$ cat src/rtl/gate_mux_pkg.sv
// Shared constants for the gate/mux logic slice: selector encodings and one-hot width.
package gate_mux_pkg;

    localparam logic [1:0] SEL_AND  = 2'b00;
    localparam logic [1:0] SEL_OR   = 2'b01;
    localparam logic [1:0] SEL_XOR  = 2'b10;
    localparam logic [1:0] SEL_NAND = 2'b11;

    localparam int ONEHOT_W = 4;

endpackage

$ cat src/rtl/sel_decoder_2to4.sv
// Combinational 2-to-4 selector decoder with enable; all-zero output when disabled.
module sel_decoder_2to4
    import gate_mux_pkg::*;
(
    input  logic                enable,
    input  logic [1:0]          sel,
    output logic [ONEHOT_W-1:0] onehot
);

    always_comb begin
        onehot = '0;
        if (enable) begin
            case (sel)
                SEL_AND:  onehot = 4'b0001;
                SEL_OR:   onehot = 4'b0010;
                SEL_XOR:  onehot = 4'b0100;
                SEL_NAND: onehot = 4'b1000;
                default:  onehot = '0;
            endcase
        end
    end

endmodule

$ cat src/rtl/gate_mux_unit.sv
// Bitwise AND/OR/XOR/NAND slice with one-hot selected, registered result.
// Optional ZERO_FLAG_EN adds a registered zero_flag output alongside mux_out.
module gate_mux_unit
    import gate_mux_pkg::*;
#(
    parameter int WIDTH = 4
) (
    input  logic                clk,
    input  logic                reset,
    input  logic [WIDTH-1:0]    a,
    input  logic [WIDTH-1:0]    b,
    input  logic                dec_enable,
    input  logic [1:0]          dec_selector,
    output logic [WIDTH-1:0]    and_out,
    output logic [WIDTH-1:0]    or_out,
    output logic [WIDTH-1:0]    xor_out,
    output logic [WIDTH-1:0]    nand_out,
    output logic [ONEHOT_W-1:0] dec_onehot,
`ifdef ZERO_FLAG_EN
    output logic                zero_flag,
`endif
    output logic [WIDTH-1:0]    mux_out
);

    logic [ONEHOT_W-1:0] onehot_p0;
    logic [WIDTH-1:0]    mux_p0;
    logic [ONEHOT_W-1:0] onehot_p1;
    logic [WIDTH-1:0]    mux_p1;

    // Stage p0: gates, decode and AND-OR mux, all combinational
    assign and_out  = a & b;
    assign or_out   = a | b;
    assign xor_out  = a ^ b;
    assign nand_out = ~(a & b);

    sel_decoder_2to4 u_dec (
        .enable (dec_enable),
        .sel    (dec_selector),
        .onehot (onehot_p0)
    );

    assign mux_p0 = ({WIDTH{onehot_p0[SEL_AND]}}  & and_out)
                  | ({WIDTH{onehot_p0[SEL_OR]}}   & or_out)
                  | ({WIDTH{onehot_p0[SEL_XOR]}}  & xor_out)
                  | ({WIDTH{onehot_p0[SEL_NAND]}} & nand_out);

    // Stage p1: output registers
    always_ff @(posedge clk) begin
        if (reset) begin
            onehot_p1 <= '0;
            mux_p1    <= '0;
        end else begin
            onehot_p1 <= onehot_p0;
            mux_p1    <= mux_p0;
        end
    end

    assign dec_onehot = onehot_p1;
    assign mux_out    = mux_p1;

`ifdef ZERO_FLAG_EN
    logic zero_p1;

    always_ff @(posedge clk) begin
        if (reset) begin
            zero_p1 <= 1'b1;
        end else begin
            zero_p1 <= (mux_p0 == '0);
        end
    end

    assign zero_flag = zero_p1;
`endif

endmodule

$ cat config.mk
export PLATFORM = sky130hd
export DESIGN_NAME = gate_mux_unit
export DESIGN_NICKNAME = d
export VERILOG_FILES = /design/src/rtl/gate_mux_pkg.sv /design/src/rtl/sel_decoder_2to4.sv /design/src/rtl/gate_mux_unit.sv
export SDC_FILE = /design/constraint.sdc
export NUM_CORES = 1
export LEC_CHECK = 0
export ABC_AREA = 1
export CAP_MARGIN = 10
export CORE_AREA = 4 4 44 46
export CTS_CLUSTER_SIZE = 28
export DETAILED_ROUTE_END_ITERATION = 6
export DIE_AREA = 0 0 48 50
export PLACE_DENSITY = 0.74
export SYNTH_ARGS = -nofsm -noshare
export SYNTH_HDL_FRONTEND = slang
export SYNTH_HIERARCHICAL = 1
export SYNTH_SLANG_ARGS = --single-unit
$ cat constraint.sdc
create_clock -name clk -period 2.7 [get_ports clk]
set_clock_uncertainty 0.15 [all_clocks]
set_input_delay 0.54 -clock clk [delete_from_list [all_inputs] [get_ports clk]]
set_output_delay 0.54 -clock clk [all_outputs]
set_load 0.01 [all_outputs]
==> results of run 1 <==
==> cells in the mapped netlist <==
library cell	count	area share [%]
nor2_1	16	12
buf_2	1	0.99
ha_1	8	20
dfxtp_1	8	32
nand2_1	26	19
inv_1	22	16
==> area by class of cell <==
cell class / count / area (sq um)
timing repair buffer: 36 / 360
sequential: 8 / 160
inverter: 22 / 82.6
fill: 151 / 603
clock buffer: 3 / 22.5
multi-input combinational: 50 / 258
tap: 16 / 20.0
==> report_power, final <==
| part | total [mW] | leakage [nW] | switching, mW | internal [mW] |
|---|---|---|---|---|
| clock network | 0.0853 | 0.0138 | 0.0348 | 0.0505 |
| logic | 0.108 | 0.384 | 0.0462 | 0.0618 |
| registers | 0.125 | 0.0654 | 0.00109 | 0.124 |
==> routing by layer <==
| metal | GRT usage (%) | routed length (um) | vias up |
|---|---|---|---|
| met5 | 0 | 0 | - |
| met4 | 8.07 | 17 | 0 |
| met3 | 2.18 | 131 | 2 |
| met2 | 18.5 | 606 | 26 |
| met1 | 12.0 | 490 | 227 |
| li1 | - | - | 306 |
==> metrics by stage <==
stage / setup WS, ns / power [mW] / hold WS [ns]
finish: 0.110 / 0.318 / 0.845
global route: 0.0438 / 0.339 / 0.852
detailed placement: 0.104 / 0.236 / 1.10
global placement: 0.112 / 0.235 / 1.10
floorplan: 1.12 / 0.172 / 0.572
CTS: 0.0975 / 0.325 / 0.843
==> worst paths after layout <==
check | endpoint | slack (ns) | depth (start not counted)
max | xor_out[2] | 0.11 | 4
min | dec_onehot[3] | 0.85 | 2
==> layout by cell type, fill, tap and decap left out, drive strengths merged <==
| cell type | netlist | routed |
|---|---|---|
| inv | 22 | 22 |
| clkbuf | 0 | 3 |
| ha | 8 | 8 |
| nor2 | 16 | 16 |
| dfxtp | 8 | 8 |
| nand2 | 26 | 26 |
| clkdlybuf4s50 | 0 | 36 |
==> critical path, stage by stage <==
cell,delay [ns]
clkdlybuf4s50_1,0.48
inv_1,0.05
ha_1,0.29
clkdlybuf4s50_1,0.54
==> flip-flops by register name (all words and copies together) (netlist names) <==
register / count
mux_out: 4
dec_onehot: 4
==> logic make-up (layout without fill, tap and decap cells) <==
family / count (synthesis) / in the layout / synth area share, %
adders and majority gates: 8 / 8 / 19.8
buffers and inverters: 23 / 61 / 17.3
DFF: 8 / 8 / 31.7
and+or+nand+nor: 42 / 42 / 31.2
==> results.toml, run 1 <==
[run_status]
outcome = "finished clean"

[placement]
globalplace.congestion = 0.741
placed_area_sq_um = 881
placed_cells = 132
post-dp-hpwl_mm = 1.11
portBuffers = 36

[critical_path]
critical_path_class = "input pin to output port"
crit_required_ns = 2.01
critPathLaunchType = "input pin"
worstSetupEndpointType = "output port"
crit_fanout = 2
critPathLaunch = "a[2]"
cp.arrival_ns = 1.90

[yosys]
synth_area_sq_um = 505
synth-seq-area-share_pct = 31.7
avgSynthCellArea_sq_um = 6.24
synth-seq-cells = 8
ys_warn_count = 6
syn_nets = 102
yosysUniqueCellTypes = 6
postSynthCellCount = 81

[die]
pin_count = 37
start_util_pct = 33.6
die-height_um = 50
die_x_um = 48
core_sq_um = 1510
row_count = 14
die_area_sq_um = 2400

[pwr]
powerDensity_nw_per_um2 = 352
irDropWorstVdd_uv = 124
leakage_nw = 0.463

[drt]
wl_per_cell_um = 9.22
drc = 0
drt_wl_total_mm = 1.25
dr_total_vias = 561
viasPerCell = 4.16
drt-initial-drc-count = 8
drt-pass1-iter-count = 4
drt.antenna.violating_nets = 0

[global_routing]
grt_pass1_vias = 495
grt.overflow.total = 0
grt_max_degree = 9
antenna_found_initial = 0
grt_pass1_wl_mm = 1.96
grt_use_total_pct = 11.3

[clock_network]
cts_tree = "done"
clock_sinks = 8
cts-root-buf = "clkbuf_4"
htree_levels = 1
clockBufferDepth = 2
cts_buffers = 3
clk_pin_slew_ns = 0.05
cts_hold_buf = 0
post_cts_buffers = 0
cts_resized = 0

[layout]
syn_to_final_growth_pct = 78.7
fin_cells = 135
drive_above_1_share_pct = 2.52
post-route-cell-area_sq_um = 903
nets = 142
antennaDiodeCount = 0
fin_util_pct = 60.0

[sta]
rsz0062_at_grt = "false"
max_freq_ghz = 0.386
finalSetupViolations = 0
relSlewSlack_pct = 75.8
finalCriticalPeriod_ns = 2.59
hold_violations = 0
tightestPinTransition_ns = 0.361
maxSlewViolCount = 0
period_share_pct = 95.9
tns_ns = 0

[min_path]
hold_path_class = "input pin to flip-flop"
worstHoldStart = "reset"

[flow_run]
drv_cap = 0
No activity file was read; power rests on OpenSTA's default activity.
==> run 2, diff against run 1 <==
--- a/config.mk
+++ b/config.mk
@@ -7,11 +7,11 @@
 export LEC_CHECK = 0
 export ABC_AREA = 1
 export CAP_MARGIN = 10
-export CORE_AREA = 4 4 44 46
+export CORE_AREA = 4 4 47 49
 export CTS_CLUSTER_SIZE = 28
 export DETAILED_ROUTE_END_ITERATION = 6
-export DIE_AREA = 0 0 48 50
-export PLACE_DENSITY = 0.74
+export DIE_AREA = 0 0 51 53
+export PLACE_DENSITY = 0.67
 export SYNTH_ARGS = -nofsm -noshare
 export SYNTH_HDL_FRONTEND = slang
 export SYNTH_HIERARCHICAL = 1
==> constraint.sdc (replaced) <==
create_clock -name clk -period 2.1 [get_ports clk]
set_clock_uncertainty 0.15 [all_clocks]
set_input_delay 0.42 -clock clk [delete_from_list [all_inputs] [get_ports clk]]
set_output_delay 0.42 -clock clk [all_outputs]
set_load 0.01 [all_outputs]
==> run 2 against run 1 <==
Compared with the run above: wire length is 13% higher; global-route usage is 0.20 points higher; total power is 32% higher; die area is 13% higher; via count is 8.4% higher; sequential share of layout area is 1.9 points lower; clock-buffer cell count stayed put; sequential cell count stayed put; cell count is 20% higher; setup slack worse by 0.064 ns; critical path type unchanged; largest cell class unchanged; largest power group unchanged; highest routed layer unchanged.
==> results.toml, run 2 (synthesis results as in run 1) <==
[layout]
drive_above_1_share_pct = 17.0
syn_to_final_growth_pct = 100
antennaDiodeCount = 0
multi_input_area_sq_um = 260
final_cell_mix = "26 x nand2_1, 22 x inv_1, 20 x clkdlybuf4s50_1"
ff_latch_area_sq_um = 160
n_fill_cell = 202
final_common_cell = "nand2_1"
nets = 158
post-route-cell-area_sq_um = 1010
fin_cells = 162

[critical_path]
crit_buf_inv = 3
crit_required_ns = 1.53
cp.arrival_ns = 1.48
critPathLaunchType = "input pin"
critPathMaxStageDelay_ns = 0.48
worstSetupEndpointType = "output port"
critical_path_class = "input pin to output port"
critPathLaunch = "a[1]"
crit_fanout = 2
cp_cell_sequence = "clkdlybuf4s50_1 > inv_1 > ha_1 > clkdlybuf4s15_1"
crit_slowest_cell = "clkdlybuf4s50_1"
cp_top_family = "buffers and inverters"

[die]
die-height_um = 53
start_util_pct = 27.2
die_area_sq_um = 2700
die_x_um = 51
row_count = 16
core_sq_um = 1860
pin_count = 37

[sta]
fin_ws_ns = 0.0464
relSlewSlack_pct = 74.9
finalCriticalPeriod_ns = 2.05
hold_violations = 0
max_freq_ghz = 0.487
rsz0062_at_grt = "false"
period_share_pct = 97.8
maxSlewViolCount = 0
finalSetupViolations = 0
tightestPinTransition_ns = 0.375

[flow_run]
drv_cap = 0

[global_routing]
antenna_found_initial = 0
grt_use_total_pct = 11.5
grt_max_degree = 9
grt_pass1_wl_mm = 2.29
grt_pass1_vias = 595
grt.overflow.total = 0

[clock_network]
cts_buffers = 3
cts_tree = "done"
cts-root-buf = "clkbuf_4"
htree_levels = 1
clock_sinks = 8
cts_hold_buf = 0
clockBufferDepth = 2
clk_pin_slew_ns = 0.05

[pwr]
powerDensity_nw_per_um2 = 416
internal-power_mw = 0.312
irDropWorstVdd_uv = 159
clock_power_share_pct = 25.8
comb_power_share_pct = 36.1
leakage_nw = 0.549
p_sw_share_pct = 26.1
p_switching_mw = 0.110
p_seq_share_pct = 38.1

[drt]
dr_total_vias = 608
drc = 0
drt_wl_total_mm = 1.41
drt-pass1-iter-count = 3
drt.antenna.violating_nets = 0
wl_per_cell_um = 8.72
drt-initial-drc-count = 5
viasPerCell = 3.75

[placement]
pre_cts_slack_ns = -0.262
globalplace.congestion = 0.713
placed_area_sq_um = 1010
placed_cells = 159
portBuffers = 36
post-dp-hpwl_mm = 1.24

[run_status]
outcome = "finished clean"

[min_path]
worstHoldStart = "reset"
hold_path_class = "input pin to flip-flop"
## run 2: cell types whose count changed in the layout (fill, tap and decap cells not counted)
cell             before  now
ha_1                  8    7
buf_4                 0   16
dlygate4sd2_1         0   10
clkbuf_2              0    3
clkdlybuf4s15_1       0    3
clkdlybuf4s50_1      36   20
ha_2                  0    1
## run 2: repair_timing
action                                  4_1_cts  5_1_grt
endpoints found under the setup margin       16        5
setup buffers                                 0        0
hold endpoints to repair                      0        0
gates resized for setup                      20        6
## run 2: final cells by class
cell class / instances / share of cell area, %
Tap cell: 27 / 3.34
Inverter: 22 / 8.16
Clock buffer: 3 / 2.22
Timing Repair Buffer: 52 / 44.7
Multi-Input combinational cell: 50 / 25.7
Sequential cell: 8 / 15.8
## run 2: metrics by stage
step           TNS, ns  utilization [%]  hold slack (ns)  power [mW]
2_1_floorplan        0                -            0.452       0.221
3_3_place_gp     -2.70             54.5            0.982       0.328
3_5_place_dp     -3.08             54.5            0.987       0.332
4_1_cts              0             54.9            0.735       0.430
5_1_grt              0             54.4            0.737       0.462
6_report             0             54.4            0.739       0.421
## run 2: metal layers
layer  up-vias  share of wire [%]  GRT usage [%]  routed length [um]
met2        27                 49           20.6                 693
met4         0                2.1           6.73                  30
li1        334                  -              -                   -
met1       243                 42           11.8                 590
met5         -                  0              0                   0
met3         4                6.9           3.38                  98
## run 2: power groups by stage
stage                     Sequential, mW  Combinational (mW)  Clock, mW
after floorplan                    0.167              0.0534          0
after global placement             0.163               0.165          0
after detailed placement           0.164               0.168          0
after CTS                          0.161               0.156      0.113
after global routing               0.161               0.167      0.134
final                              0.161               0.152      0.109
## run 2: worst paths after layout
kind	end	slack (ns)	depth (start not counted)
hold / removal	dec_onehot[3]	0.74	2
setup / recovery	xor_out[1]	0.05	4
==> run 3, diff against run 2 <==
--- a/config.mk
+++ b/config.mk
@@ -6,7 +6,6 @@
 export NUM_CORES = 1
 export LEC_CHECK = 0
 export ABC_AREA = 1
-export CAP_MARGIN = 10
 export CORE_AREA = 4 4 47 49
 export CTS_CLUSTER_SIZE = 28
 export DETAILED_ROUTE_END_ITERATION = 6
==> results of run 3 <==
Final layout, timing and power as in run 2 (identical DEF).
